$ cat src/rtl/delay_sched_pkg.sv
// Shared types and constants for the delay scheduler.
package delay_sched_pkg;

   typedef enum logic [1:0] {
      IDLE  = 2'd0,
      RWAIT = 2'd1,
      WAIT5 = 2'd2
   } state_t;

   // 12-bit Fibonacci LFSR, x^12+x^6+x^4+x+1, shifting left.
   localparam logic [11:0] LFSR_SEED = 12'hACE;
   localparam logic [11:0] LFSR_TAPS = 12'h829;   // bits 11, 5, 3, 0

   localparam logic [13:0] MAX_MS   = 14'd9999;
   localparam int unsigned MS_PER_S = 1000;

   // Width of the countdown ms counter.
   localparam int unsigned CD_W = 16;

   function automatic logic [11:0] lfsr_next(input logic [11:0] v);
      return {v[10:0], ^(v & LFSR_TAPS)};
   endfunction

endpackage

$ cat src/rtl/ms_tick_gen.sv
// Millisecond prescaler: one-cycle tick every CYCLES enabled cycles.
// clr restarts the phase and wins over en; the phase holds while en is low.
module ms_tick_gen #(
   parameter int unsigned CYCLES = 1000
) (
   input  logic clk,
   input  logic rst,
   input  logic clr,
   input  logic en,
   output logic tick
);

   logic [31:0] cnt;
   logic        at_end;

   assign at_end = (cnt == CYCLES - 1);
   assign tick   = en & ~clr & at_end;

   // Phase counter, wraps at CYCLES-1.
   always_ff @(posedge clk) begin
      if (rst || clr) begin
         cnt <= '0;
      end else if (en) begin
         cnt <= at_end ? '0 : cnt + 1;
      end
   end

endmodule

$ cat src/rtl/delay_sched.sv
// Delay scheduler: random wait / fixed delay countdowns plus a reaction-time
// counter in ms. Optional macro DELAY_SCHED_RANDOM_EN selects an LFSR-derived
// random-wait length; without it the random wait is RWAIT_MIN_MS+1024 ms.
module delay_sched
   import delay_sched_pkg::*;
#(
   parameter int unsigned CLK_HZ       = 100_000_000,
   parameter int unsigned LATE_MS      = 1000,
   parameter int unsigned WAIT5_MS     = 5000,
   parameter int unsigned RWAIT_MIN_MS = 1000
) (
   input  logic        clk,
   input  logic        rst,
   input  logic        start_rwait,
   input  logic        start_wait5,
   input  logic        time_clr,
   input  logic        time_en,
   output logic        rwait_done,
   output logic        wait5_done,
   output logic        time_late,
   output logic [13:0] reaction_ms,
   output logic        busy
);

   localparam int unsigned     CYC_PER_MS = CLK_HZ / MS_PER_S;
   localparam logic [CD_W-1:0] WAIT5_LD   = CD_W'(WAIT5_MS);
   localparam logic [13:0]     LATE_TH    = 14'(LATE_MS);

   state_t          state, state_n;
   logic [CD_W-1:0] ms_left, ms_left_n;
   logic [CD_W-1:0] rwait_len;
   logic            rw_q, w5_q;
   logic            rw_rise, w5_rise;
   logic            cd_clr, cd_tick;
   logic            rt_tick;

   assign rw_rise   = start_rwait & ~rw_q;
   assign w5_rise   = start_wait5 & ~w5_q;
   assign busy      = (state != IDLE);
   assign time_late = (reaction_ms >= LATE_TH);

`ifdef DELAY_SCHED_RANDOM_EN
   logic [11:0] lfsr;

   // Free-running LFSR, reseeded by reset.
   always_ff @(posedge clk) begin
      if (rst) lfsr <= LFSR_SEED;
      else     lfsr <= lfsr_next(lfsr);
   end

   assign rwait_len = CD_W'(RWAIT_MIN_MS) + CD_W'(lfsr[10:0]);
`else
   assign rwait_len = CD_W'(RWAIT_MIN_MS + 1024);
`endif

   ms_tick_gen #(.CYCLES(CYC_PER_MS)) u_cd_tick (
      .clk  (clk),
      .rst  (rst),
      .clr  (cd_clr),
      .en   (busy),
      .tick (cd_tick)
   );

   ms_tick_gen #(.CYCLES(CYC_PER_MS)) u_rt_tick (
      .clk  (clk),
      .rst  (rst),
      .clr  (time_clr),
      .en   (time_en),
      .tick (rt_tick)
   );

   // Countdown state, remaining ms and request-edge history.
   always_ff @(posedge clk) begin
      if (rst) begin
         state   <= IDLE;
         ms_left <= '0;
         rw_q    <= 1'b0;
         w5_q    <= 1'b0;
      end else begin
         state   <= state_n;
         ms_left <= ms_left_n;
         rw_q    <= start_rwait;
         w5_q    <= start_wait5;
      end
   end

   // Next-state, duration load and done pulses; a zero length counts as 1 ms.
   always_comb begin
      state_n    = state;
      ms_left_n  = ms_left;
      cd_clr     = 1'b0;
      rwait_done = 1'b0;
      wait5_done = 1'b0;
      case (state)
         IDLE: begin
            if (rw_rise) begin
               state_n   = RWAIT;
               ms_left_n = rwait_len;
               cd_clr    = 1'b1;
            end else if (w5_rise) begin
               state_n   = WAIT5;
               ms_left_n = WAIT5_LD;
               cd_clr    = 1'b1;
            end
         end
         RWAIT: begin
            if (cd_tick) begin
               if (ms_left <= CD_W'(1)) begin
                  state_n    = IDLE;
                  rwait_done = 1'b1;
               end else begin
                  ms_left_n = ms_left - CD_W'(1);
               end
            end
         end
         WAIT5: begin
            // A random-wait request preempts the fixed delay, even on its last tick.
            if (rw_rise) begin
               state_n   = RWAIT;
               ms_left_n = rwait_len;
               cd_clr    = 1'b1;
            end else if (cd_tick) begin
               if (ms_left <= CD_W'(1)) begin
                  state_n    = IDLE;
                  wait5_done = 1'b1;
               end else begin
                  ms_left_n = ms_left - CD_W'(1);
               end
            end
         end
         default: state_n = IDLE;
      endcase
   end

   // Reaction counter in ms, saturating at MAX_MS.
   always_ff @(posedge clk) begin
      if (rst || time_clr) begin
         reaction_ms <= '0;
      end else if (rt_tick && (reaction_ms != MAX_MS)) begin
         reaction_ms <= reaction_ms + 14'd1;
      end
   end

endmodule

$ cat config.mk
export PLATFORM = sky130hd
export DESIGN_NAME = delay_sched
export DESIGN_NICKNAME = d
export VERILOG_FILES = /design/src/rtl/delay_sched_pkg.sv /design/src/rtl/ms_tick_gen.sv /design/src/rtl/delay_sched.sv
export SDC_FILE = /design/constraint.sdc
export NUM_CORES = 1
export LEC_CHECK = 0
export CORE_MARGIN = 2
export CORE_UTILIZATION = 58
export CTS_CLUSTER_DIAMETER = 120
export DETAILED_ROUTE_END_ITERATION = 6
export DONT_BUFFER_PORTS = 1
export GPL_ROUTABILITY_DRIVEN = 0
export PLACE_DENSITY = 0.85
export RECOVER_POWER = 100
export SYNTH_ARGS = -nofsm -noshare
export SYNTH_HDL_FRONTEND = slang
export SYNTH_SLANG_ARGS = --single-unit
$ cat constraint.sdc
create_clock -name clk -period 2.1 [get_ports clk]
set_input_delay 0.315 -clock clk [delete_from_list [all_inputs] [get_ports clk]]
set_output_delay 0.315 -clock clk [all_outputs]
set_load 0.05 [all_outputs]
# Word level (Yosys, flattened, before mapping)
# Index checks and enable logic that the tools add are counted.
# word_totals
in_bits,6
out_inout_bits,18
ff_bits,98
word_cells,59
# op_classes
bitwise,10
n_eq_ne,6
n_lt_le_gt_ge,2
reduce_logical,7
addsub,4
mux,23
# ops
cell,n
$mux W16,5
$add A32 B1 Y32 const B,2
$eq A32 B17 Y1 const B,2
$mux W32,2
$pmux W16 S3,1
$le A16 B1 Y1 const B,1
$sub A16 B1 Y16 const B,1
$add A14 B1 Y14 const B,1
$ge A14 B10 Y1 const B,1
$ne A14 B14 Y1 const B,1
$mux W2,5
$mux W1,8
$and A1 B1 Y1,6
$pmux W2 S3,1
$not A1 Y1,4
$ne A3 B3 Y1 const B,1
$reduce_bool A3 Y1,1
$eq A2 B1 Y1 const B,1
$eq A2 B2 Y1 const B,1
$logic_not A2 Y1,1
$logic_or A1 B1 Y1,2
$pmux W1 S2,1
$reduce_and A2 Y1,1
$reduce_bool A2 Y1,1
$logic_and A1 B1 Y1,1

# Depth between registers and ports, before layout
# logic_depth
ltp_word,11
ltp_mapped,9

# Cells and area by module
# A second synthesis with hierarchy kept.
# unflattened
cells_unflattened,663
hier_area_um2,5562.8
# modules_own_cells
module,instances,cells_each,seq_area_each_um2,area_each_um2
ms_tick_gen,2,207,640.6,1789.2
delay_sched,1,249,680.7,1984.4

# Least setup slack after synthesis
# No wires, ideal clock.
# synth_timing
path_type,flip-flop to output port
startpoint,register ms_left[4]
endpoint,output port wait5_done
slack_ps,-1216
required_ps,1785
stages_incl_launch_ff,5
path_buffers,0
t_arrival_ps,3001
path_cell_list,dfxtp_1 -> or3_1 -> or3_4 -> or3_1 -> nor4_1
# synth_between
elab_chain_cells,5
# synth_rtl
item,line,text
"start, declared",delay_sched.sv:30,"logic [CD_W-1:0] ms_left, ms_left_n;"
"start signal, assigned",delay_sched.sv:81,ms_left <= ms_left_n;
$le A16 B1 Y1,delay_sched.sv:123,if (ms_left <= CD_W'(1)) begin
$mux W1,delay_sched.sv:123,
$mux W1,delay_sched.sv:122,end else if (cd_tick) begin
$mux W1,delay_sched.sv:118,if (rw_rise) begin
$mux W1,delay_sched.sv:94,case (state)
"end, declared",delay_sched.sv:19,"output logic wait5_done,"
# No other way between the ends.

# Worst setup path in the final report
# layout_timing
startpoint,register ms_left[6]
endpoint,output port wait5_done
# The elaborated chain is that of the path after synthesis.

==> out/qor.csv <==
metric,value,unit
Core Region,8763,µm²
slew margin rel.,47.66,%
post-synth cell types,60,
first-pass GRT wire length,22310,µm
Initial Util,59.98,%
Post-DRT Antenna Nets,0,
TritonCTS Buffers,9,
Critical Path RT,1.78,ns
reg2reg setup slack,-0.14,ns
"Hold Vio Cnt, Final",0,
io pins,24,
fin crit period,2.558,ns
"Reg clk slew, reported paths",0.10,ns
Power Density,609.3,nW/µm²
TritonRoute pass-1 iters,7,
"Slew Viols, Final",0,
Synth Register Bits,98,
Finished Layout Cells,832,
Critical R2R Launch,reaction_ms[4],
Leakage,0.002256,µW
Clock Sinks,98,
Slew @ Worst Pin,0.7850,ns
Via Count,5213,
IO buf count,0,
failing checks,"DRC, setup timing",
clock root cell,clkbuf_8,
die height,99.20,µm
ys flop type,dfxtp_1,
Async SR Flop Fraction,0,%
average cell area after synthesis,8.330,µm²
synth warn,0,
hold depth,1,
R2R cell count,6,
total wire length,13700,µm
Synthesized Nets,647,
area grow syn2layout,22.26,%
Fillers,595,
Peak Freq,390.9,MHz
total gr overflow,0,
dpl ws,-0.08358,ns
n_diodes,0,
RSZ-0062 raised after global routing,true,
Vias/cell,6.266,
number of nets in the layout,735,
DPL Wire Length,9221,µm
Layout Skew,0.01424,ns
Cells after Synth,631,
initial DRC count,408,
CTS tree,done,
row cnt,34,
Tcrit/Tclk final,121.8,%
max_cap viols,0,
min-delay src,rst,
Mapped Area,5256,µm²
largest net degree at the start of global routing,33,
clk_lat worst skew,0.37,ns
Die ar.,9840,µm²
HP Class,primary input to flop,
gr usage total,27.02,%
final worst slack,-0.4580,ns
Critical Path AT,2.24,ns
layout cells sized above 1,21.82,%
"Seq/Total Area, Yosys",37.32,%
final setup vio count,43,
"EDFF count, synth",0,
worst hold endpoint,rw_q,
setup TNS,-3.050,ns
CP Launch Type,flop,
crit path from,ms_left[6],
Critical Path End Type,output pin,
overall power,3916,µW
Die W,99.20,µm
# H-tree levels,3,
kind of critical path,flop to output pin,
DRC Markers,2,
status,finished with violations,
vias in the first global route,4966,
DR WL/cell,16.47,µm
clock tree buffer depth,2,
Cells after DPL,802,
antenna violations before repair,0,
largest fanout on the critical path,3,
Worst R2R End,reaction_ms[11],
worst vdd ir,0.4111,mV
per-stage QoR:
step           util, %  cell area (µm²)  hold slack [ns]
3_3_place_gp     69.16             6061           0.3879
2_1_floorplan        -             5303           0.4367
6_report         73.33             6426          0.02627
3_5_place_dp     69.16             6061           0.3914
5_1_grt          73.33             6426          0.01002
4_1_cts          72.27             6334         0.001284
area by class of cell:
class | instances | area, µm² | share of cell area [%]
clock buffer | 10 | 127.6 | 1.986
clock inverter | 6 | 72.57 | 1.129
inverter | 24 | 90.09 | 1.402
multi-input combinational | 482 | 3262 | 50.76
sequential | 98 | 1969 | 30.65
tap | 108 | 135.1 | 2.103
timing repair buffer | 104 | 769.5 | 11.97
flip-flops by register name, summed over array words and instances (netlist names):
register,flops
w5_q,1
u_cd_tick.cnt,32
reaction_ms,14
ms_left,16
u_rt_tick.cnt,32
state,2
rw_q,1
how the worst max path moves through the flow:
stage | depth (start not counted) | end
floorplan | 6 | wait5_done
finish | 5 | wait5_done
detailed placement | 5 | wait5_done
global placement | 5 | rwait_done
CTS | 5 | wait5_done
global route | 5 | wait5_done
where the power goes:
group	internal, µW	total [µW]	switching [µW]
combinational	310	731	421
clock	567	1260	696
sequential	1890	1920	29.1
logic make-up (layout without fill, tap and decap cells):
| logic type | Yosys count | in the layout | share of synthesized area [%] |
|---|---|---|---|
| DFF | 98 | 98 | 37.32 |
| buffers and inverters | 52 | 144 | 3.880 |
| adders and majority gates | 10 | 10 | 2.380 |
| and+or+nand+nor | 322 | 323 | 34.16 |
| muxes | 11 | 11 | 2.119 |
| AOI/OAI and AO/OA | 77 | 77 | 9.974 |
| xor gates and xnor gates | 61 | 61 | 10.16 |
routing by layer:
layer / up-vias / part of all wire (%) / wire length, µm / GRT usage (%)
met4: 0 / 3.2 / 435 / 12.75
met2: 227 / 50 / 6797 / 44.75
met5: - / 0 / 0 / 0
li1: 2469 / - / - / -
met1: 2468 / 41 / 5628 / 34.18
met3: 49 / 6.1 / 841 / 4.919
worst max-delay path, stage by stage (launching register included):
cell and delay, ns:
dfxtp_2 0.33, or3_4 0.38, or3_4 0.37, or3_4 0.41, nor4_4 0.21, buf_12 0.18
placed cells by master (no fill, tap or decap), types with 4 or more instances in the layout:
master    Yosys  routed
and3_1        7       7
mux2i_1      10      10
o21ai_1       2       4
a21oi_1      19      18
nand3b_1      5       5
nand3_1      26      26
nor3_1       22      20
or4_1         6       5
inv_1        24      24
buf_4         1      81
clkbuf_8      0       9
nor2_1       89      89
o31ai_1       4       4
or3_1        13      10
nor4_2        0       5
a31oi_1       7       6
xnor2_1      48      48
a311oi_1      4       4
nand4_1      21      21
nand2_1      35      34
nor2b_1       5       5
nand2b_1      6       6
dfxtp_2       0       6
clkbuf_1     22      16
a41o_1        4       4
xor2_1       13      13
ha_1         10       9
o211ai_1      4       4
o21ai_0      16      12
or3_4         1       4
dfxtp_1      98      92
or3b_2        5       5
and4_1       13      10
nor4_1       41      34
synth_stat cells, types with 5 or more instances:
| library cell | n | share of area [%] |
|---|---|---|
| xor2_1 | 13 | 2.2 |
| nand2_1 | 35 | 2.5 |
| clkbuf_1 | 22 | 1.6 |
| inv_1 | 24 | 1.7 |
| or3_1 | 13 | 1.5 |
| mux2i_1 | 10 | 1.9 |
| nor2b_1 | 5 | 0.60 |
| dfxtp_1 | 98 | 37 |
| a21oi_1 | 19 | 1.8 |
| a31oi_1 | 7 | 0.83 |
| nor4_1 | 41 | 4.9 |
| ha_1 | 10 | 2.4 |
| and3_1 | 7 | 0.83 |
| or4_1 | 6 | 0.86 |
| and4_1 | 13 | 2.2 |
| nand3_1 | 26 | 2.5 |
| nand2b_1 | 6 | 0.71 |
| nor2_1 | 89 | 6.4 |
| nand4_1 | 21 | 2.5 |
| or3b_2 | 5 | 0.83 |
| nand3b_1 | 5 | 0.71 |
| xnor2_1 | 48 | 8.0 |
| nor3_1 | 22 | 2.1 |
| o21ai_0 | 16 | 1.5 |
what timing repair did:
item | in CTS | in global routing
setup buffers | 7 | 5
gates resized for setup | 4 | 35
hold endpoints to repair | 0 | 2
setup endpoints to repair | 9 | 31
gates cloned | 1 | 0
hold buffers | 0 | 1
pin swaps | 6 | 10
No activity file was read; power rests on OpenSTA's default activity.
